===== src/rtl/fifo_drain_arbiter_pkg.sv =====
// Shared definitions for fifo_drain_arbiter: arbiter state encoding and
// the index-width helper used to size source and burst counters.
package fifo_drain_arbiter_pkg;

   // IDLE: no source owns the grant. HOLD: cur owns the grant mid-burst.
   typedef enum logic {
      IDLE = 1'b0,
      HOLD = 1'b1
   } arb_state_e;

   // Number of bits needed to index 0..n-1, never less than one bit so that
   // degenerate configurations (n = 1 or 2) still get a usable vector.
   function automatic int idx_bits(input int n);
      return (n <= 2) ? 1 : $clog2(n);
   endfunction

endpackage


===== src/rtl/fifo_drain_arbiter_rr_next_nonempty.sv =====
// rr_next_nonempty: combinational rotate-and-priority search.
// Scans sources start, start+1, ... start+N-1 (modulo N, so non-power-of-2 N
// wraps correctly) and reports the first one whose empty flag is low.
module rr_next_nonempty #(
   parameter int N       = 4,
   parameter int N_WIDTH = 1
) (
   input  logic [N-1:0]   empty,
   input  logic [N_WIDTH:0] start,
   output logic           found,
   output logic [N_WIDTH:0] index
);

   localparam int IW = N_WIDTH + 1;
   localparam int SW = N_WIDTH + 2;

   logic [IW-1:0] cand_idx [N];
   logic [N-1:0]  hit;

   // Candidate gi is the source visited gi steps after start.
   for (genvar gi = 0; gi < N; gi++) begin : g_cand
      logic [SW-1:0] sum;
      assign sum          = {1'b0, start} + SW'(gi);
      assign cand_idx[gi] = (sum >= SW'(N)) ? IW'(sum - SW'(N)) : sum[IW-1:0];
      assign hit[gi]      = ~empty[cand_idx[gi]];
   end

   // Lowest rotation distance wins: scan from the far end so the nearest
   // non-empty candidate overwrites everything after it.
   always_comb begin
      found = 1'b0;
      index = '0;
      for (int k = N - 1; k >= 0; k--) begin
         if (hit[k]) begin
            found = 1'b1;
            index = cand_idx[k];
         end
      end
   end

endmodule


===== src/rtl/fifo_drain_arbiter.sv =====
// fifo_drain_arbiter: drains N latency-1 source FIFOs into one downstream
// FIFO, one pop per cycle, round-robin with a burst hold of up to BURST pops.
// Pops are combinational; the matching push is issued one cycle later when the
// source read data is valid, so back-to-back transfers never leave a gap.
// Optional per-source grant counters are built when FIFO_DRAIN_ARB_STATS_EN is
// defined (adds the grant_count output).
module fifo_drain_arbiter
   import fifo_drain_arbiter_pkg::*;
#(
   parameter int WIDTH       = 8,
   parameter int N           = 4,
   parameter int N_WIDTH     = idx_bits(N) - 1,
   parameter int BURST       = 4,
   parameter int BURST_WIDTH = idx_bits(BURST) - 1
) (
   input  logic                 clk,
   input  logic                 rst,
   input  logic                 enable,
   input  logic [N-1:0]         src_empty,
   input  logic [N*WIDTH-1:0]   src_q,
   output logic [N-1:0]         src_pop,
   input  logic                 dst_almost_full,
   output logic                 dst_push,
   output logic [WIDTH-1:0]     dst_d,
   output logic [N_WIDTH:0]     dst_src,
   output logic                 busy
`ifdef FIFO_DRAIN_ARB_STATS_EN
   ,
   output logic [N*32-1:0]      grant_count
`endif
);

   localparam int IW = N_WIDTH + 1;
   localparam int BW = BURST_WIDTH + 1;
   localparam logic [BW-1:0] BURST_LAST = BW'(BURST - 1);
   localparam logic [IW-1:0] LAST_IDX   = IW'(N - 1);

   arb_state_e     state_q, state_d;
   logic [IW-1:0]  cur_q, cur_d;
   logic [BW-1:0]  burst_cnt_q, burst_cnt_d;
   logic           inflight_q, inflight_d;
   logic [IW-1:0]  dst_src_q, dst_src_d;

   logic           go;
   logic           pop_valid;
   logic [IW-1:0]  pop_idx;
   logic [IW-1:0]  search_start;
   logic           search_found;
   logic [IW-1:0]  search_idx;
   logic [WIDTH-1:0] src_word [N];

   // Reset is folded into go so src_pop drops the moment rst goes low,
   // not at the next clock edge.
   assign go = enable & ~dst_almost_full & rst;

   // The current owner is visited last, so rotation starts one past it.
   assign search_start = (cur_q == LAST_IDX) ? '0 : cur_q + IW'(1);

   rr_next_nonempty #(
      .N       (N),
      .N_WIDTH (N_WIDTH)
   ) u_search (
      .empty (src_empty),
      .start (search_start),
      .found (search_found),
      .index (search_idx)
   );

   // Next-state: continue the burst while the owner has data and budget,
   // otherwise hand the grant to the next non-empty source.
   always_comb begin
      state_d     = state_q;
      cur_d       = cur_q;
      burst_cnt_d = burst_cnt_q;
      pop_valid   = 1'b0;
      pop_idx     = cur_q;
      if (go) begin
         if (state_q == HOLD && !src_empty[cur_q] && burst_cnt_q < BURST_LAST) begin
            pop_valid   = 1'b1;
            pop_idx     = cur_q;
            burst_cnt_d = burst_cnt_q + BW'(1);
         end else if (search_found) begin
            pop_valid   = 1'b1;
            pop_idx     = search_idx;
            cur_d       = search_idx;
            burst_cnt_d = '0;
            state_d     = HOLD;
         end else begin
            state_d = IDLE;
         end
      end
      inflight_d = pop_valid;
      dst_src_d  = pop_valid ? pop_idx : dst_src_q;
   end

   // One-hot pop strobe for the selected source.
   always_comb begin
      src_pop = '0;
      if (pop_valid) begin
         src_pop[pop_idx] = 1'b1;
      end
   end

   // Arbiter state and the one-word in-flight tracker.
   always_ff @(posedge clk or negedge rst) begin
      if (!rst) begin
         state_q     <= IDLE;
         cur_q       <= '0;
         burst_cnt_q <= '0;
         inflight_q  <= 1'b0;
         dst_src_q   <= '0;
      end else begin
         state_q     <= state_d;
         cur_q       <= cur_d;
         burst_cnt_q <= burst_cnt_d;
         inflight_q  <= inflight_d;
         dst_src_q   <= dst_src_d;
      end
   end

   // Unflatten the source read buses for the output mux.
   for (genvar gi = 0; gi < N; gi++) begin : g_word
      assign src_word[gi] = src_q[gi*WIDTH +: WIDTH];
   end

   // The source popped last cycle presents its word now, so dst_d is a plain
   // mux on the registered source index; the push itself is the registered
   // in-flight flag and is never cancelled by late backpressure.
   assign dst_push = inflight_q;
   assign dst_src  = dst_src_q;
   assign dst_d    = src_word[dst_src_q];
   assign busy     = (state_q == HOLD) | inflight_q;

`ifdef FIFO_DRAIN_ARB_STATS_EN
   for (genvar gi = 0; gi < N; gi++) begin : g_stats
      logic [31:0] grant_cnt_q;
      // Saturating count of pops granted to source gi.
      always_ff @(posedge clk or negedge rst) begin
         if (!rst) begin
            grant_cnt_q <= '0;
         end else if (src_pop[gi] && grant_cnt_q != 32'hFFFF_FFFF) begin
            grant_cnt_q <= grant_cnt_q + 32'd1;
         end
      end
      assign grant_count[gi*32 +: 32] = grant_cnt_q;
   end
`else
   // Grant statistics are not built in this configuration.
`endif

endmodule


===== config.mk =====
export PLATFORM = sky130hd
export DESIGN_NAME = fifo_drain_arbiter
export DESIGN_NICKNAME = d
export VERILOG_FILES = /design/src/rtl/fifo_drain_arbiter_pkg.sv /design/src/rtl/fifo_drain_arbiter_rr_next_nonempty.sv /design/src/rtl/fifo_drain_arbiter.sv
export SDC_FILE = /design/constraint.sdc
export NUM_CORES = 1
export LEC_CHECK = 0
export CORE_ASPECT_RATIO = 0.75
export CORE_MARGIN = 5
export CORE_UTILIZATION = 31
export CTS_CLUSTER_DIAMETER = 50
export DETAILED_ROUTE_END_ITERATION = 8
export GPL_TIMING_DRIVEN = 0
export PLACE_DENSITY = 0.84
export SLEW_MARGIN = 30
export SYNTH_ARGS = -nofsm -noshare
export SYNTH_HDL_FRONTEND = slang
export SYNTH_SLANG_ARGS = --single-unit

===== constraint.sdc =====
create_clock -name clk -period 2.1 [get_ports clk]
set_input_delay 0.42 -clock clk [delete_from_list [all_inputs] [get_ports clk]]
set_output_delay 0.42 -clock clk [all_outputs]
set_load 0.02 [all_outputs]

## After elaboration in Yosys (flattened, before gate mapping)

Cells that the tools add are included.

- Register bits after elaboration: 8
- Bits of input ports: 40
- Output and inout bits: 16
- Logic and storage cells: 78

- Add/sub/neg operators: 9
- $lt $le $gt $ge: 13
- Equal/unequal tests: 1
- Mux-type cells: 37
- Bitwise gates (word level): 6
- Reduce and logical (&&, ||, !) cells: 7

Operators by type and width:

| operator | count |
|---|---|
| 2-to-1 mux 2 bit | 14 |
| < comparator 2 x 3 -> 1 bit, second input constant | 6 |
| binary-select mux 8 bit (select 2 bit) | 1 |
| 2-to-1 mux 8 bit | 2 |
| 2-to-1 mux 1 bit | 13 |
| >= comparator 3 bit, second input constant | 4 |
| binary-select mux 1 bit (select 2 bit) | 5 |
| subtractor 2 x 1 -> 2 bit, second input constant | 4 |
| adder 2 x 2 -> 3 bit, second input constant | 2 |
| adder 2 x 1 -> 2 bit, second input constant | 2 |
| 2-to-1 mux 4 bit | 1 |
| AND reduction 2 bit | 2 |
| adder 2 x 1 -> 3 bit, second input constant | 1 |
| >= comparator 2 x 3 -> 1 bit, second input constant | 1 |
| logical AND 1 bit | 3 |
| NOT 2 -> 3 bit | 1 |
| bitwise AND 1 bit | 2 |
| demux 1 bit (select 2 bit) | 1 |
| equality test 2 bit, second input constant | 1 |
| >= comparator 2 x 1 -> 1 bit, second input constant | 1 |
| < comparator 2 bit, second input constant | 1 |
| NOT 1 bit | 2 |
| nonzero test 2 bit | 1 |
| logical NOT 1 bit | 1 |
| OR 1 bit | 1 |

## Longest topological paths before layout

Gate-level depths: netlist of the first run.

- Depth after elaboration: 19
- Gate-level depth with buffers: 5
- Gate-level depth less buffers: 5

## Modules after synthesis

Synthesis of the first run repeated with hierarchy kept, for this count alone.

- Cell total of the unflattened synthesis: 77
- Area total of the unflattened synthesis: 767.0 um^2

Modules (own cells, without submodules):

| module | times used | cells each | area each (um^2) | sequential area each (um^2) |
|---|---|---|---|---|
| fifo_drain_arbiter | 1 | 64 | 695.7 | 200.2 |
| rr_next_nonempty | 1 | 13 | 71.3 | 0.0 |

## Worst setup path before layout of the first run

OpenSTA, ideal clock, no wires.

- Kind: reg2out
- Start point: register cur_q[1]
- End point: output src_pop[2]
- Arrival time: 2214 ps
- Data required time: 1680 ps
- Path slack: -534 ps
- Cell stages (with the launch flop): 6
- Path buffers: 0
- Path through: dfrtp_1 > ha_1 > or4b_4 > o2111ai_2 > nand2_1 > o41ai_1

- Word-level cells in the longest chain between the ends: 19
- Elaborated cells on any way between the ends: 51
- Those cells by class: add/sub: 8; order compare: 6; eq/ne: 1; mux: 32; reduce/logical: 4

Ends and longest elaborated chain:

| item | RTL line | source |
|---|---|---|
| from (decl) | fifo_drain_arbiter.sv:39 | `logic [IW-1:0] cur_q, cur_d;` |
| from (signal assigned) | fifo_drain_arbiter.sv:114 | `cur_q <= cur_d;` |
| adder 2 x 1 -> 2 bit / equality test 2 bit (equally long branches) | fifo_drain_arbiter.sv:57 | `assign search_start = (cur_q == LAST_IDX) ? '0 : cur_q + IW'(1);` |
| 2-to-1 mux 2 bit | fifo_drain_arbiter.sv:57 |  |
| adder 2 x 2 -> 3 bit | fifo_drain_arbiter_rr_next_nonempty.sv:23 | `assign sum = {1'b0, start} + SW'(gi);` |
| >= comparator 3 bit / subtractor 2 x 1 -> 2 bit (equally long branches) | fifo_drain_arbiter_rr_next_nonempty.sv:24 | `assign cand_idx[gi] = (sum >= SW'(N)) ? IW'(sum - SW'(N)) : sum[IW-1:0];` |
| 2-to-1 mux 2 bit | fifo_drain_arbiter_rr_next_nonempty.sv:24 |  |
| binary-select mux 1 bit (select 2 bit) | fifo_drain_arbiter_rr_next_nonempty.sv:25 | `assign hit[gi] = ~empty[cand_idx[gi]];` |
| 2-to-1 mux 1 bit (not written as such) | fifo_drain_arbiter_rr_next_nonempty.sv:25 |  |
| 2-to-1 mux 2 bit / 2-to-1 mux 1 bit (equally long branches) (4 in a row) | fifo_drain_arbiter_rr_next_nonempty.sv:34 | `if (hit[k]) begin` |
| 2-to-1 mux 2 bit (2 in a row) | n/a |  |
| 2-to-1 mux 2 bit | fifo_drain_arbiter.sv:77 | `if (go) begin` |
| < comparator 2 x 3 -> 1 bit (not written as such) / >= comparator 2 x 1 -> 1 bit (equally long branches) | fifo_drain_arbiter.sv:100 | `src_pop[pop_idx] = 1'b1;` |
| logical AND 1 bit (not written as such) | fifo_drain_arbiter.sv:100 |  |
| 2-to-1 mux 1 bit (not written as such) | fifo_drain_arbiter.sv:100 |  |
| demux 1 bit (select 2 bit) | fifo_drain_arbiter.sv:100 |  |
| 2-to-1 mux 4 bit (*) | fifo_drain_arbiter.sv:99 | `if (pop_valid) begin` |
| to (decl) | fifo_drain_arbiter.sv:21 | `output logic [N-1:0] src_pop,` |

Mark *: on every way between the ends. The rest lies on a longest branch, timed or not. The select of a mux whose other input is x is not followed.

## Worst setup path in the final report of the first run

Ends and elaborated chain as after synthesis.

==> results of run 1 <==
-- worst paths after layout --
path / end / start / cells past startpoint
worst max-delay path: src_pop[2] / cur_q[1] / 6
worst min-delay path: burst_cnt_q[1] / rst / 1
worst max register to register: dst_src[1] / cur_q[1] / 5
worst min register to register: burst_cnt_q[0] / burst_cnt_q[0] / 1
max in group asynchronous: cur_q[1] / rst / 1
min in group clk: burst_cnt_q[0] / burst_cnt_q[0] / 1
-- critical path, delay by kind of cell (launching register included) --
kind | cells | cell delay, ns
AO/OA/AOI/OAI | 2 | 0.33
flip-flops | 1 | 0.43
AND/OR/NAND/NOR | 2 | 0.61
adder cells (fa/ha/maj) | 1 | 0.27
buffers and inverters | 1 | 0.19
-- metrics by stage --
stage	power, mW	TNS (ns)	std cells	util (%)	setup slack [ns]
after detailed placement	1.48	-9.08	164	62.3	-1.36
after CTS	1.69	-1.67	171	65.8	-0.455
after floorplan	1.06	-0.214	75	-	-0.152
final	1.85	-1.61	172	68.6	-0.418
after global placement	1.44	-8.29	164	62.3	-1.33
after global routing	1.96	-1.82	172	68.6	-0.478
-- cell usage in the layout, fill, tap and decap left out, drive strengths merged, types with 2 or more instances in the layout --
cell type / count
nand4b: 3
clkdlybuf4s50: 38
o31ai: 2
buf: 13
nor2: 4
o21ai: 5
ha: 2
dfrtp: 8
mux4: 9
nand2: 9
clkdlybuf4s15: 5
dlygate4sd2: 7
o41ai: 2
clkbuf: 5
and2: 2
inv: 2
nand3: 2
-- metal layers --
layer  vias to the layer above  share of wire, %  global-route usage [%]
met2                        64                47                    30.2
met1                       465                38                    19.4
met4                         0                 0                   0.990
met3                         0                15                    7.01
met5                         -                 0                       0
li1                        429                 -                       -
-- cell families (layout without fill, tap and decap cells) --
group | after synthesis | count (layout) | share of synthesized area [%]
DFF | 8 | 8 | 25.6
AOI/OAI and AO/OA | 18 | 18 | 17.4
adders and majority gates | 2 | 2 | 3.20
and+or+nand+nor | 29 | 29 | 22.2
muxes | 10 | 10 | 27.2
buffers and inverters | 8 | 71 | 4.32
-- synthesized netlist by cell type --
cell type  count
clkbuf_1       1
o31ai_1        2
or4b_4         1
and2_1         2
mux2i_1        1
or3b_1         1
nor2_1         4
nand4b_1       3
nand4_1        1
nand2_1        9
o211ai_1       1
o2bb2ai_1      1
nor3b_2        1
o21ai_1        1
o41ai_1        2
o21ba_2        1
or3_1          1
dfrtp_1        8
buf_1          1
o2111ai_2      1
o21bai_1       1
or2_2          1
nand3_1        2
a31oi_1        1
clkinv_1       1
and3b_1        1
nand2b_1       1
inv_1          2
o32ai_1        1
mux4_2         9
ha_1           2
a32o_1         1
buf_2          3
nand3b_1       1
o21ai_0        4
a21oi_1        1
-- sequential cells by signal, indices dropped and copies added (netlist names) --
register,cells
dst_src,2
cur_q,2
dst_push,1
state_q,1
burst_cnt_q,2
-- layout make-up --
type	instances	area [um^2]	share of cell area, %
Multi-Input combinational cell	59	711	44.1
Timing Repair Buffer	60	577	35.8
Sequential cell	8	203	12.6
Tap cell	34	42.5	2.64
Buffer	4	38.8	2.41
Clock buffer	4	26.3	1.63
Inverter	3	12.5	0.777
-- power groups by stage --
stage | sequential (mW) | combinational (mW) | clock, mW
2_1_floorplan | 0.283 | 0.781 | 0
3_3_place_gp | 0.270 | 1.17 | 0
3_5_place_dp | 0.274 | 1.20 | 0
4_1_cts | 0.283 | 1.28 | 0.124
5_1_grt | 0.300 | 1.53 | 0.134
6_report | 0.288 | 1.44 | 0.123
-- what timing repair did --
item | 4_1_cts | 5_1_grt
pin swaps | 11 | 11
setup buffers | 4 | 1
endpoints found under the setup margin | 18 | 12
gates resized for setup | 52 | 19
==> run metrics, run 1 <==
critical path capture point type output pin; Inserted Clock Buffers 3; Worst-Margin Slew 0.373 ns; combinational share of power 77.8%; Die Y-Extent 53.5 um; initial core utilization 33.3%; root buf cell clkbuf_4; vias in the first global route 933; FMAX 0.397 GHz; DP HPWL 2.37 mm; Yosys top cell area share 25.9%; DRC viols 0; H-Tree Depth 1; maximum VDD drop 481 uV; Vias/cell 5.57; clock buffer depth 2; # diodes 0; gr usage total 16.8%; clock share of power 6.7%; failing checks setup timing; Synth area leaders mux4_2 (26%), dfrtp_1 (26%), nand2_1 (4.3%); largest area contributor in the netlist mux4_2; Syn Area/Cell 10.4 um^2; worst hold path class in2async; final wirelength 3.13 mm; core footprint 2350 um^2; PwrDens 1150 nW/um^2; TritonRoute pass-1 iters 4; cts hold-fix bufs 0; worst hold slack 0.00288 ns; Total Nets Final 181; placed cell area 1460 um^2; Via Count 958; total gr overflow 0; cells along the critical path ha_4 -> or4b_4 -> o2111ai_4 -> nand2_4 -> o41ai_4 -> buf_4; Final WS setup -0.418 ns; synth unique cells 36; die area 3640 um^2; Syn Inst Count 75; Ports 56; Sequential Power Share 15.6%; max cap viols 0; later-pin clock latency in the skew report 0.26 ns; final setup violating endpoints 4; worst endpoint required time 1.68 ns; Reg clk slew, reported paths 0.06 ns; crit start category flop; CP max stage delay 0.50 ns; fin crit period 2.52 ns; RSZ-0062 raised after global routing yes; flop2flop setup slack 0.14 ns; Sw Ratio 45.0%; die width 68.0 um; buffers added on ports 55; fin. max-slew vios 0; critical path class reg2out; global-route wire length before repair 4.59 mm; fin area 1610 um^2; cell row count 15; LEAKAGE 0.645 nW; Power Internal 1.02 mW; initial antenna violation count 0; Yosys reg bits 8; status finished, violations left; 1st-iter DRT viols 23; Syn. warnings 0; syn_nets 117; Area growth syn-to-layout 106%; skew final 0.0134 ns; area of the mapped netlist 782 um^2; fin crit share 120%; Net Switching 834 uW; Seq/Total Area, Yosys 25.6%; CTS Sinks 8; post-DR wirelength/cell 18.2 um; slew margin rel. 75.1%; layout cells sized above 1 34.8%; routability-driven placement congestion ratio 0.789; crit-path max FO 5; endpoints failing hold 0; FILL cells 161; largest net degree at the start of global routing 11; CTS tree yes; Arr. time, crit path 2.10 ns; Critical-path top delay cell or4b_4; antenna viol nets, final 0
Note: power is estimated with default switching activity, not from simulation.
==> run 2, diff against run 1 <==
--- a/config.mk
+++ b/config.mk
@@ -9,6 +9,7 @@
 export CORE_MARGIN = 5
 export CORE_UTILIZATION = 31
 export CTS_CLUSTER_DIAMETER = 50
+export CTS_CLUSTER_SIZE = 10
 export DETAILED_ROUTE_END_ITERATION = 8
 export GPL_TIMING_DRIVEN = 0
 export PLACE_DENSITY = 0.84
==> results of run 2 <==
Same layout as run 1: the final DEF is identical, and so are final timing and power.
